`src/rtl/tm1638_display_ctrl.sv`:
```
`default_nettype none
// ============================================================================
// tm1638_display_ctrl: hex/BCD value to TM1638 7-segment frame writer
// Revision: 1.0
// ============================================================================
module tm1638_display_ctrl #(
    parameter int N_DIGITS = 3,
    parameter int CLK_DIV  = 2
) (
    input  logic                    clk,
    input  logic                    rst,
    input  logic [4*N_DIGITS-1:0]   value,
    input  logic [N_DIGITS-1:0]     dp,
    input  logic [N_DIGITS-1:0]     leds,
    input  logic [2:0]              brightness,
    input  logic                    display_on,
    input  logic                    blank_lz,
    input  logic                    req,
    output logic                    busy,
    output logic                    done,
    output logic                    out_clk_1,
    output logic                    strobe,
    output logic                    dio
);

    localparam int            DW       = (CLK_DIV > 1) ? $clog2(CLK_DIV) : 1;
    localparam logic [DW-1:0] DIV_LAST = DW'(CLK_DIV - 1);

    typedef enum logic [2:0] {
        S_IDLE = 3'd0,
        S_CMD1 = 3'd1,
        S_GAP1 = 3'd2,
        S_CMD2 = 3'd3,
        S_GAP2 = 3'd4,
        S_CMD3 = 3'd5,
        S_GAP3 = 3'd6
    } state_t;

    state_t                r_state;
    logic [DW-1:0]         r_div;
    logic                  r_phase;     // 0 = CLK low half, 1 = CLK high half
    logic [2:0]            r_bit;
    logic [4:0]            r_byte;

    logic [4*N_DIGITS-1:0] r_value;
    logic [N_DIGITS-1:0]   r_dp;
    logic [N_DIGITS-1:0]   r_leds;
    logic [2:0]            r_bright;
    logic                  r_on;
    logic                  r_blank_lz;

    logic [7:0]            w_seg   [N_DIGITS];
    logic [7:0]            w_frame [17];
    logic [7:0]            w_ctrl;
    logic [7:0]            w_cur_byte;

    function automatic logic [6:0] hex7(input logic [3:0] nib);
        case (nib)
            4'h0: hex7 = 7'h3F;  4'h1: hex7 = 7'h06;  4'h2: hex7 = 7'h5B;  4'h3: hex7 = 7'h4F;
            4'h4: hex7 = 7'h66;  4'h5: hex7 = 7'h6D;  4'h6: hex7 = 7'h7D;  4'h7: hex7 = 7'h07;
            4'h8: hex7 = 7'h7F;  4'h9: hex7 = 7'h6F;  4'hA: hex7 = 7'h77;  4'hB: hex7 = 7'h7C;
            4'hC: hex7 = 7'h39;  4'hD: hex7 = 7'h5E;  4'hE: hex7 = 7'h79;  default: hex7 = 7'h71;
        endcase
    endfunction

    // Walk from the most significant digit down; zeros stay blank until the first non-zero nibble.
    always_comb begin : seg_encode
        logic       lz;
        logic [3:0] nib;
        lz  = r_blank_lz;
        nib = 4'd0;
        for (int d = N_DIGITS - 1; d >= 0; d--) begin
            nib = r_value[4*d +: 4];
            if (nib != 4'd0) lz = 1'b0;
            w_seg[d] = {r_dp[d], (lz && d != 0) ? 7'h00 : hex7(nib)};
        end
    end

    // Frame byte 0 is the address command, bytes 1..16 are TM1638 addresses 0..15.
    assign w_frame[0] = 8'hC0;
    for (genvar a = 0; a < 16; a++) begin : g_addr
        if ((a / 2) < N_DIGITS) begin : g_grid
            if ((a % 2) == 0) begin : g_seg
                assign w_frame[a+1] = w_seg[N_DIGITS-1-a/2];
            end else begin : g_led
                assign w_frame[a+1] = {7'b0, r_leds[N_DIGITS-1-a/2]};
            end
        end else begin : g_blank
            assign w_frame[a+1] = 8'h00;
        end
    end

    assign w_ctrl = {4'b1000, r_on, r_bright};

    always_comb begin
        w_cur_byte = w_ctrl;
        if (r_state == S_CMD1)      w_cur_byte = 8'h40;
        else if (r_state == S_CMD2) w_cur_byte = w_frame[r_byte];
    end

    always_ff @(posedge clk) begin
        if (rst) begin
            r_state    <= S_IDLE;
            r_div      <= '0;
            r_phase    <= 1'b0;
            r_bit      <= 3'd0;
            r_byte     <= 5'd0;
            r_value    <= '0;
            r_dp       <= '0;
            r_leds     <= '0;
            r_bright   <= 3'd0;
            r_on       <= 1'b0;
            r_blank_lz <= 1'b0;
            busy       <= 1'b0;
            done       <= 1'b0;
            out_clk_1  <= 1'b1;
            strobe     <= 1'b1;
            dio        <= 1'b1;
        end else begin
            done <= 1'b0;
            case (r_state)
                S_IDLE: begin
                    if (req) begin
                        r_value    <= value;
                        r_dp       <= dp;
                        r_leds     <= leds;
                        r_bright   <= brightness;
                        r_on       <= display_on;
                        r_blank_lz <= blank_lz;
                        r_state    <= S_CMD1;
                        busy       <= 1'b1;
                        strobe     <= 1'b0;
                        out_clk_1  <= 1'b0;
                        dio        <= 1'b0;     // bit 0 of 0x40
                    end
                end
                S_CMD1, S_CMD2, S_CMD3: begin
                    if (r_div != DIV_LAST) begin
                        r_div <= r_div + 1'b1;
                    end else begin
                        r_div <= '0;
                        if (!r_phase) begin
                            r_phase   <= 1'b1;
                            out_clk_1 <= 1'b1;
                        end else begin
                            r_phase <= 1'b0;
                            if (r_bit != 3'd7) begin
                                r_bit     <= r_bit + 3'd1;
                                out_clk_1 <= 1'b0;
                                dio       <= w_cur_byte[r_bit + 3'd1];
                            end else begin
                                r_bit <= 3'd0;
                                if (r_state == S_CMD2 && r_byte != 5'd16) begin
                                    r_byte    <= r_byte + 5'd1;
                                    out_clk_1 <= 1'b0;
                                    dio       <= w_frame[r_byte + 5'd1][0];
                                end else begin
                                    r_byte <= 5'd0;
                                    strobe <= 1'b1;
                                    dio    <= 1'b1;
                                    if (r_state == S_CMD1)      r_state <= S_GAP1;
                                    else if (r_state == S_CMD2) r_state <= S_GAP2;
                                    else                        r_state <= S_GAP3;
                                end
                            end
                        end
                    end
                end
                S_GAP1, S_GAP2, S_GAP3: begin
                    if (r_div != DIV_LAST) begin
                        r_div <= r_div + 1'b1;
                    end else begin
                        r_div <= '0;
                        if (r_state == S_GAP3) begin
                            r_state <= S_IDLE;
                            busy    <= 1'b0;
                            done    <= 1'b1;
                        end else begin
                            strobe    <= 1'b0;
                            out_clk_1 <= 1'b0;
                            if (r_state == S_GAP1) begin
                                r_state <= S_CMD2;
                                dio     <= w_frame[0][0];
                            end else begin
                                r_state <= S_CMD3;
                                dio     <= w_ctrl[0];
                            end
                        end
                    end
                end
                default: r_state <= S_IDLE;
            endcase
        end
    end

endmodule
`default_nettype wire

```
`config.mk`:
```
export PLATFORM = sky130hd
export DESIGN_NAME = tm1638_display_ctrl
export DESIGN_NICKNAME = d
export VERILOG_FILES = /design/src/rtl/tm1638_display_ctrl.sv
export SDC_FILE = /design/constraint.sdc
export NUM_CORES = 1
export LEC_CHECK = 0
export CORE_MARGIN = 2
export CORE_UTILIZATION = 34
export DETAILED_ROUTE_END_ITERATION = 6
export GPL_TIMING_DRIVEN = 0
export PLACE_DENSITY = 0.53
export SETUP_SLACK_MARGIN = 0.3
export SYNTH_ARGS = -nofsm -noshare
export SYNTH_HDL_FRONTEND = slang
export SYNTH_SLANG_ARGS = --single-unit
```
`constraint.sdc`:
```
create_clock -name clk -period 4.1 [get_ports clk]
set_input_delay 0.41 -clock clk [delete_from_list [all_inputs] [get_ports clk]]
set_output_delay 0.41 -clock clk [all_outputs]
set_load 0.05 [all_outputs]
```
==> results of run 1 <==
## power breakdown
group	switching (mW)	internal (mW)	leakage [nW]
clock	0.276	0.352	0.115
combinational	0.240	0.162	1.01
sequential	0.0388	0.670	0.509
total	0.556	1.18	1.63
## worst paths after layout
kind                                  from     end  slack (ns)  depth (start not counted)
worst max-delay path                   req    flop        1.03                         10
worst min-delay path                strobe  strobe        0.47                          2
worst max register to register  r_state[2]    flop        1.16                         10
worst min register to register      strobe  strobe        0.47                          2
## cell usage in the layout, fill, tap and decap left out, types with 3 or more instances in the layout
cell type / Yosys / routed
nand2_1: 77 / 77
dfxtp_1: 62 / 62
a21oi_1: 51 / 51
nor2_1: 32 / 32
clkdlybuf4s50_1: 0 / 30
inv_1: 25 / 25
ha_1: 25 / 25
o21ai_0: 18 / 18
clkbuf_1: 13 / 13
nand3_1: 10 / 10
clkbuf_8: 0 / 9
a22oi_1: 8 / 8
nor3_1: 7 / 7
a31oi_1: 7 / 7
nand4_1: 7 / 7
mux2i_1: 6 / 6
buf_2: 5 / 5
and2_1: 5 / 5
a211oi_1: 5 / 5
nor2b_1: 5 / 5
a21o_1: 4 / 4
nand2b_1: 4 / 4
inv_6: 0 / 4
buf_6: 3 / 3
buf_1: 3 / 3
a21o_4: 3 / 3
mux4_2: 3 / 3
nor3b_1: 3 / 3
a311o_1: 3 / 3
nor4_1: 3 / 3
## worst register-to-register path: stages (launching register included)
cell,delay (ns)
dfxtp_1,0.31
buf_6,0.13
nor4b_4,0.51
buf_2,0.35
nand2_1,0.11
a21oi_1,0.38
inv_1,0.19
ha_1,0.35
inv_1,0.04
mux4_2,0.46
inv_1,0.06
## area by class of cell
cell class,count,share of cell area
Sequential cell,62,0.290
Inverter,27,0.0249
Clock inverter,7,0.0243
Timing Repair Buffer,30,0.0703
Buffer,25,0.0296
Tap cell,136,0.0398
Multi-Input combinational cell,329,0.492
Clock buffer,9,0.0290
## cells by family (layout without fill, tap and decap cells)
family,count (synthesis),count (layout),synth area share
flops,62,62,0.347
xor+xnor,3,3,0.00735
simple gates,165,165,0.220
mux,10,10,0.0389
fa+ha+maj,25,25,0.0875
buf+inv,52,98,0.0651
compound gates,126,126,0.234
## per-stage QoR
| stage | hold slack [ns] | cells |
|---|---|---|
| 2_1_floorplan | 0.432 | 443 |
| 3_3_place_gp | 0.447 | 609 |
| 3_5_place_dp | 0.455 | 609 |
| 4_1_cts | 0.466 | 625 |
| 5_1_grt | 0.480 | 625 |
| 6_report | 0.466 | 625 |
## layer usage
metal | share of wire | GRT usage | up-vias
met4 | 0.022 | 0.0668 | 0
met2 | 0.47 | 0.283 | 97
li1 | - | - | 1656
met1 | 0.46 | 0.226 | 1534
met5 | 0 | 0 | -
met3 | 0.048 | 0.0405 | 19
==> flow_metrics.env, run 1 <==
export IMPL_status="finished clean"
export IMPL_clkTransAtPathRegs_ns=0.08
export IMPL_tns_ns=0
export IMPL_cts_hold_buf=0
export IMPL_cts_resized_gates=0
export IMPL_max_cap_violations=0
export IMPL_yosys_top_cells_area="dfxtp_1 35%, ha_1 8.8%, nand2_1 8.1%"
export IMPL_synthCells=443
export IMPL_rsz0062_at_grt="false"
export IMPL_syn_to_final_growth_pct=19.5
export IMPL_dieArea_sq_um=11300
export IMPL_max_stage_delay_ns=0.55
export IMPL_hold_viol=0
export IMPL_cpMostUsedCell="inv_1"
export IMPL_fin_nets=535
export IMPL_dp_final_hpwl_um=7070
export IMPL_hold_path_class="flop to flop"
export IMPL_fin_crit_ns=3.07
export IMPL_core_area_sq_um=10300
export IMPL_vdd_drop_max_mv=0.199
export IMPL_postLayoutCoreUtil=0.416
export IMPL_yosysTopAreaCellShare=0.347
export IMPL_worst_slew_pin_slew_ns=0.732
export IMPL_synth_edf_count=0
export IMPL_drive_gt1_frac=0.0798
export IMPL_drt_total_wl_um=9510
export IMPL_drtIter0Drc=244
export IMPL_io_buffer_count=30
export IMPL_die_w_um=107
export IMPL_clock_sinks=62
export IMPL_regArea_sq_um=1240
export IMPL_async_reset_ff_frac=0
export IMPL_fmax_ghz=0.326
export IMPL_grt_pass1_vias=3053
export IMPL_ys_seq_area_frac=0.347
export IMPL_synthesis_nets=494
export IMPL_io_pins=31
export IMPL_cts_buffer_depth=2
export IMPL_ys_warn_count=0
export IMPL_synth_seq_cells=62
export IMPL_crit_fanout=10
export IMPL_ant_nets=0
export IMPL_grt_pass1_wl_um=15400
export IMPL_place_congestion=0.909
export IMPL_critPathKind="primary input to flop"
export IMPL_slowest_stage="clkdlybuf4s50_1"
export IMPL_vias=3306
export IMPL_netlist_area_sq_um=3570
export IMPL_root_buffer="clkbuf_8"
export IMPL_cts_setup_buffers=0
export IMPL_cp_arrival_ns=3.37
export IMPL_relSlewSlack=0.511
export IMPL_power_mw=1.74
export IMPL_fin_ws_ns=1.03
export IMPL_fin_crit_sh=0.748
export IMPL_initial_core_util=0.348
export IMPL_setup_viol=0
export IMPL_pre_cts_ws_ns=0.698
export IMPL_cp_end_kind="flop"
export IMPL_crit_buf_inv=5
export IMPL_first_pass_iters=5
export IMPL_synth_cell_types=64
export IMPL_report_final_slew_viol_count=0
export IMPL_grt_max_degree=14
export IMPL_drcViolationCount=0
export IMPL_power_leakage_nw=1.63
export IMPL_crit_path_cell_trace="clkdlybuf4s50_1 -> nor4b_4 -> buf_2 -> nand2_1 -> a21oi_1 -> inv_1 -> ha_1 -> inv_1 -> mux4_2 -> inv_1"
export IMPL_cp_top_family="buffers and inverters"
export IMPL_diodes=0
export IMPL_grt_usage=0.175
export IMPL_via_per_inst=5.29
export IMPL_skew_ns=0.00768
export IMPL_netlist_top_cells_count="77 x nand2_1, 62 x dfxtp_1, 51 x a21oi_1, 32 x nor2_1"
export IMPL_globalRoute_totalOverflow=0
export IMPL_row_count=37
export IMPL_htree_levels=3
export IMPL_crit_required_ns=4.40
export IMPL_synthMostInstantiatedCell="nand2_1"
export IMPL_synth_top_cell_by_area="dfxtp_1"
export IMPL_power_density_nw_per_um2=407
export IMPL_post_drt_wl_per_cell_um=15.2
export IMPL_cp_start_kind="primary input"
export IMPL_grt_antenna_before_repair=0
export IMPL_placed_area_sq_um=4050
export IMPL_cts_made_buffers=9
export IMPL_multiInputGateArea_sq_um=2100
export IMPL_fill_cells=1060
export IMPL_avgSynthCellArea_sq_um=8.07
export IMPL_synth_flop_cell="dfxtp_1"
export IMPL_die_h_um=107
export IMPL_cts_tree="built"
export IMPL_clock_latency_ns=0.35
export IMPL_final_cell_area_sq_um=4270
No activity file was read; power rests on OpenSTA's default activity.
==> inputs of run 2 (changes only) <==
==> constraint.sdc (replaced) <==
create_clock -name clk -period 3.19 [get_ports clk]
set_input_delay 0.319 -clock clk [delete_from_list [all_inputs] [get_ports clk]]
set_output_delay 0.319 -clock clk [all_outputs]
set_load 0.05 [all_outputs]
==> run 2 against run 1 <==
  * Setup slack got worse by 0.57 ns
  * Utilization grew 0.15 points
  * Power up 29%
  * Global-route usage up 0.090 points
  * Largest cell class unchanged
  * Highest routed layer unchanged
==> flow_metrics.env, run 2 (synthesis results as in run 1) <==
export IMPL_place_congestion=0.909
export IMPL_cts_hold_buf=0
export IMPL_grt_pass1_vias=3055
export IMPL_clkTransAtPathRegs_ns=0.08
export IMPL_grt_pass1_wl_um=15400
export IMPL_dp_final_hpwl_um=7070
export IMPL_post_drt_wl_per_cell_um=15.2
export IMPL_fin_crit_ns=2.72
export IMPL_drt_total_wl_um=9540
export IMPL_worst_slew_pin_slew_ns=0.766
export IMPL_crit_fanout=10
export IMPL_diodes=0
export IMPL_row_count=37
export IMPL_globalRoute_totalOverflow=0
export IMPL_die_h_um=107
export IMPL_dieArea_sq_um=11300
export IMPL_core_area_sq_um=10300
export IMPL_vdd_drop_max_mv=0.255
export IMPL_die_w_um=107
export IMPL_hold_viol=0
export IMPL_fmax_ghz=0.367
export IMPL_status="finished clean"
export IMPL_layout_common_cells="77 x nand2_1, 62 x dfxtp_1, 49 x a21oi_1, 32 x nor2_1, 30 x clkdlybuf4s50_1"
export IMPL_drcViolationCount=0
export IMPL_rsz0062_at_grt="false"
export IMPL_relSlewSlack=0.489
export IMPL_clock_sinks=62
export IMPL_cts_buffer_depth=2
export IMPL_grt_max_degree=14
export IMPL_fin_crit_sh=0.854
export IMPL_critPathKind="primary input to flop"
export IMPL_cp_end_kind="flop"
export IMPL_initial_core_util=0.348
export IMPL_fin_ws_ns=0.466
export IMPL_hold_path_class="flop to flop"
export IMPL_placed_area_sq_um=4050
export IMPL_pre_cts_ws_ns=-0.121
export IMPL_root_buffer="clkbuf_8"
export IMPL_syn_to_final_growth_pct=20.0
export IMPL_drive_gt1_frac=0.0857
export IMPL_grt_usage=0.176
export IMPL_final_cell_area_sq_um=4290
export IMPL_io_pins=31
export IMPL_htree_levels=3
export IMPL_first_pass_iters=5
export IMPL_cp_arrival_ns=3.03
export IMPL_setup_viol=0
export IMPL_power_density_nw_per_um2=522
export IMPL_skew_ns=0.00730
export IMPL_cts_made_buffers=9
export IMPL_cts_tree="built"
export IMPL_drtIter0Drc=256
export IMPL_power_mw=2.24
export IMPL_ant_nets=0
export IMPL_via_per_inst=5.27
export IMPL_power_leakage_nw=1.64
export IMPL_fin_nets=536
export IMPL_max_cap_violations=0
export IMPL_crit_required_ns=3.49
export IMPL_final_common_cell="nand2_1"
export IMPL_clock_latency_ns=0.36
export IMPL_holdWs_ns=0.462
export IMPL_io_buffer_count=30
export IMPL_grt_antenna_before_repair=0
export IMPL_vias=3301
export IMPL_report_final_slew_viol_count=0
export IMPL_cp_start_kind="primary input"
export IMPL_fill_cells=1058
[run 2: changes by cell type in the layout (fill, tap and decap cells not counted), sizes merged]
cell,change
buf,+1
[run 2: worst paths after layout]
path	start	endpoint	slack [ns]	cells past startpoint
hold reg to reg	strobe	strobe	0.46	2
hold / removal	strobe	strobe	0.46	2
setup / recovery	req	w_frame[91]	0.47	10
setup reg to reg	r_state[2]	w_frame[91]	0.50	10
[run 2: cell type report]
cell class / instances / area, sq um / area share
inverters: 27 / 106 / 0.0248
multi-input cells: 329 / 2110 / 0.492
well taps: 136 / 170 / 0.0397
plain buffers: 25 / 126 / 0.0295
flip-flops and latches: 62 / 1240 / 0.289
clock inverters: 7 / 104 / 0.0242
clock buffers: 9 / 124 / 0.0289
repair buffers: 31 / 308 / 0.0718
[run 2: power by group]
group	switching, mW	internal [mW]	total [mW]
registers	0.0495	0.861	0.910
logic	0.311	0.212	0.523
clock network	0.353	0.452	0.805
total	0.714	1.52	2.24
[run 2: repair_timing]
action,in CTS,in global routing
endpoints found under the setup margin,3,2
gates resized for setup,0,2
gates cloned,0,0
buffers inserted,1,0
[run 2: worst max-delay path, cell delays in order]
cell and delay, ns:
clkdlybuf4s50_1 0.55, nor4b_4 0.31, buf_2 0.31, nand2_1 0.10, a21oi_1 0.35, inv_1 0.19, ha_1 0.33, inv_1 0.04
mux4_2 0.44, inv_1 0.07
[run 2: per-layer routing]
layer,routed length [um],global-route usage,share of wire
met1,4410,0.229,0.46
met2,4510,0.283,0.47
met3,440,0.0405,0.046
met4,189,0.0668,0.020
met5,0,0,0
[run 2: stage by stage]
stage	utilization	cells	setup TNS, ns
after floorplan	-	443	0
after global placement	0.394	609	-0.234
after detailed placement	0.394	609	-0.310
after CTS	0.416	626	0
after global routing	0.417	626	0
final	0.417	626	0
==> inputs of run 3 (changes only) <==
--- a/config.mk
+++ b/config.mk
@@ -10,6 +10,7 @@
 export DETAILED_ROUTE_END_ITERATION = 6
 export GPL_TIMING_DRIVEN = 0
 export PLACE_DENSITY = 0.53
+export RECOVER_POWER = 25
 export SETUP_SLACK_MARGIN = 0.3
 export SYNTH_ARGS = -nofsm -noshare
 export SYNTH_HDL_FRONTEND = slang
==> constraint.sdc (replaced) <==
create_clock -name clk -period 3.19 [get_ports clk]
set_input_delay 0.319 -clock clk [delete_from_list [all_inputs] [get_ports clk]]
set_output_delay 0.319 -clock clk [all_outputs]
set_load 0.02 [all_outputs]
==> run 3 against run 2 <==
  * Largest power group unchanged
  * Register-to-register slack about the same
  * Via count down 0.24%
  * Utilization down 0.12 points
  * Routed wire length up 0.18%
  * Final area down 0.29%
  * Clock power about the same
  * Die area unchanged
  * First-iteration DRC count down 9.4%
  * Final cell count unchanged
  * Combinational power down 5.7%
  * Global-route usage unchanged
==> flow_metrics.env, run 3 (synthesis results as in run 1) <==
export IMPL_cpMostUsedCell="inv_1"
export IMPL_dp_final_hpwl_um=7070
export IMPL_dp_cells=609
export IMPL_relSlewSlack=0.507
export IMPL_first_pass_iters=5
export IMPL_drtIter0Drc=232
export IMPL_report_final_slew_viol_count=0
export IMPL_ant_nets=0
export IMPL_crit_buf_inv=6
export IMPL_cp_end_kind="flop"
export IMPL_cts_hold_buf=0
export IMPL_initial_core_util=0.348
export IMPL_critPathKind="primary input to flop"
export IMPL_setup_viol=0
export IMPL_grt_antenna_before_repair=0
export IMPL_max_cap_violations=0
export IMPL_die_h_um=107
export IMPL_clock_sinks=62
export IMPL_p_int_mw=1.52
export IMPL_p_sw_frac=0.312
export IMPL_fin_crit_ns=2.83
export IMPL_drcViolationCount=0
export IMPL_die_w_um=107
export IMPL_rsz0062_at_grt="false"
export IMPL_post_drt_wl_per_cell_um=15.3
export IMPL_hold_path_class="flop to flop"
export IMPL_grt_max_degree=14
export IMPL_vias=3293
export IMPL_syn_to_final_growth_pct=19.6
export IMPL_via_per_inst=5.26
export IMPL_dieArea_sq_um=11300
export IMPL_combPwrFrac=0.223
export IMPL_layout_common_cells="77 x nand2_1, 62 x dfxtp_1, 49 x a21oi_1, 32 x nor2_1"
export IMPL_skew_ns=0.00846
export IMPL_cts_made_buffers=9
export IMPL_grt_pass1_wl_um=15400
export IMPL_fmax_ghz=0.353
export IMPL_core_area_sq_um=10300
export IMPL_fin_crit_sh=0.887
export IMPL_max_stage_delay_ns=0.63
export IMPL_clock_latency_ns=0.36
export IMPL_cts_tree="built"
export IMPL_io_pins=31
export IMPL_drt_total_wl_um=9560
export IMPL_cts_buffer_depth=2
export IMPL_drive_gt1_frac=0.0755
export IMPL_holdWs_ns=0.459
export IMPL_htree_levels=3
export IMPL_hold_viol=0
export IMPL_crit_fanout=10
export IMPL_root_buffer="clkbuf_8"
export IMPL_place_congestion=0.909
export IMPL_r2r_slack_ns=0.50
export IMPL_slowest_stage="clkbuf_1"
export IMPL_cp_start_kind="primary input"
export IMPL_final_cells=626
export IMPL_cp_top_family="buffers and inverters"
export IMPL_clkTransAtPathRegs_ns=0.08
export IMPL_crit_required_ns=3.49
export IMPL_p_sw_mw=0.690
export IMPL_worst_slew_pin_slew_ns=0.732
export IMPL_status="finished clean"
export IMPL_pwr_share_seq=0.412
export IMPL_power_density_nw_per_um2=516
export IMPL_p_clk_frac=0.365
export IMPL_grt_usage=0.176
export IMPL_io_buffer_count=30
export IMPL_fin_nets=536
export IMPL_globalRoute_totalOverflow=0
export IMPL_power_leakage_nw=1.63
export IMPL_postLayoutCoreUtil=0.416
export IMPL_grt_pass1_vias=3055
export IMPL_diodes=0
export IMPL_cp_arrival_ns=3.13
export IMPL_vdd_drop_max_mv=0.255
export IMPL_row_count=37
export IMPL_final_common_cell="nand2_1"
export IMPL_crit_path_cell_trace="clkdlybuf4s50_1 -> clkbuf_1 -> clkbuf_1 -> a21oi_1 -> inv_1 -> ha_1 -> inv_1 -> mux4_2 -> inv_1"
export IMPL_tns_ns=0
-- run 3: cell types whose count changed in the layout (fill, tap and decap cells not counted), moves of 2 or more --
cell / before / now
buf_2: 5 / 2
dlygate4sd3_1: 0 / 6
a21o_1: 4 / 6
clkdlybuf4s50_1: 30 / 24
clkbuf_1: 13 / 17
-- run 3: timing repair --
item	CTS	global route
gates resized for setup	0	2
buffers inserted	1	0
endpoints found under the setup margin	3	2
-- run 3: through the flow --
step	power [mW]	cell area, sq um	setup WS [ns]
floorplan	1.25	3570	0.795
global placement	1.42	4050	-0.102
detailed placement	1.42	4050	-0.121
CTS	2.23	4280	0.442
global route	2.34	4280	0.197
finish	2.21	4280	0.360
-- run 3: metal layers --
layer | GRT usage | part of all wire | wire length (um)
met3 | 0.0405 | 0.053 | 505
met1 | 0.229 | 0.46 | 4390
met4 | 0.0668 | 0.019 | 177
met2 | 0.283 | 0.47 | 4480
met5 | 0 | 0 | 0
-- run 3: worst register-to-register path: stages (launching register included) --
cell	delay, ns
dfxtp_1	0.31
buf_6	0.13
nor4b_4	0.36
buf_2	0.31
nand2_1	0.11
a21oi_1	0.35
inv_1	0.19
ha_1	0.34
inv_1	0.04
mux4_2	0.44
inv_1	0.07
-- run 3: cell type report --
cell class / count / area, sq um
Clock inverter: 7 / 104
Timing Repair Buffer: 31 / 308
Tap cell: 136 / 170
Buffer: 25 / 123
Clock buffer: 9 / 124
Multi-Input combinational cell: 329 / 2100
Inverter: 27 / 106
Fill cell: 1063 / 6000
Sequential cell: 62 / 1240
-- run 3: path summary, 6_finish.rpt --
path	depth (start not counted)	startpoint	to
hold reg to reg	2	strobe	strobe
hold / removal	2	strobe	strobe
setup reg to reg	10	r_state[2]	w_frame[91]
setup / recovery	9	rst	w_frame[91]
-- run 3: power by group through the flow --
| stage | logic, mW | clock network, mW | registers, mW |
|---|---|---|---|
| global placement | 0.487 | 0 | 0.929 |
| global route | 0.548 | 0.869 | 0.920 |
| finish | 0.493 | 0.805 | 0.909 |
| CTS | 0.497 | 0.825 | 0.911 |
| detailed placement | 0.490 | 0 | 0.930 |
| floorplan | 0.333 | 0 | 0.921 |
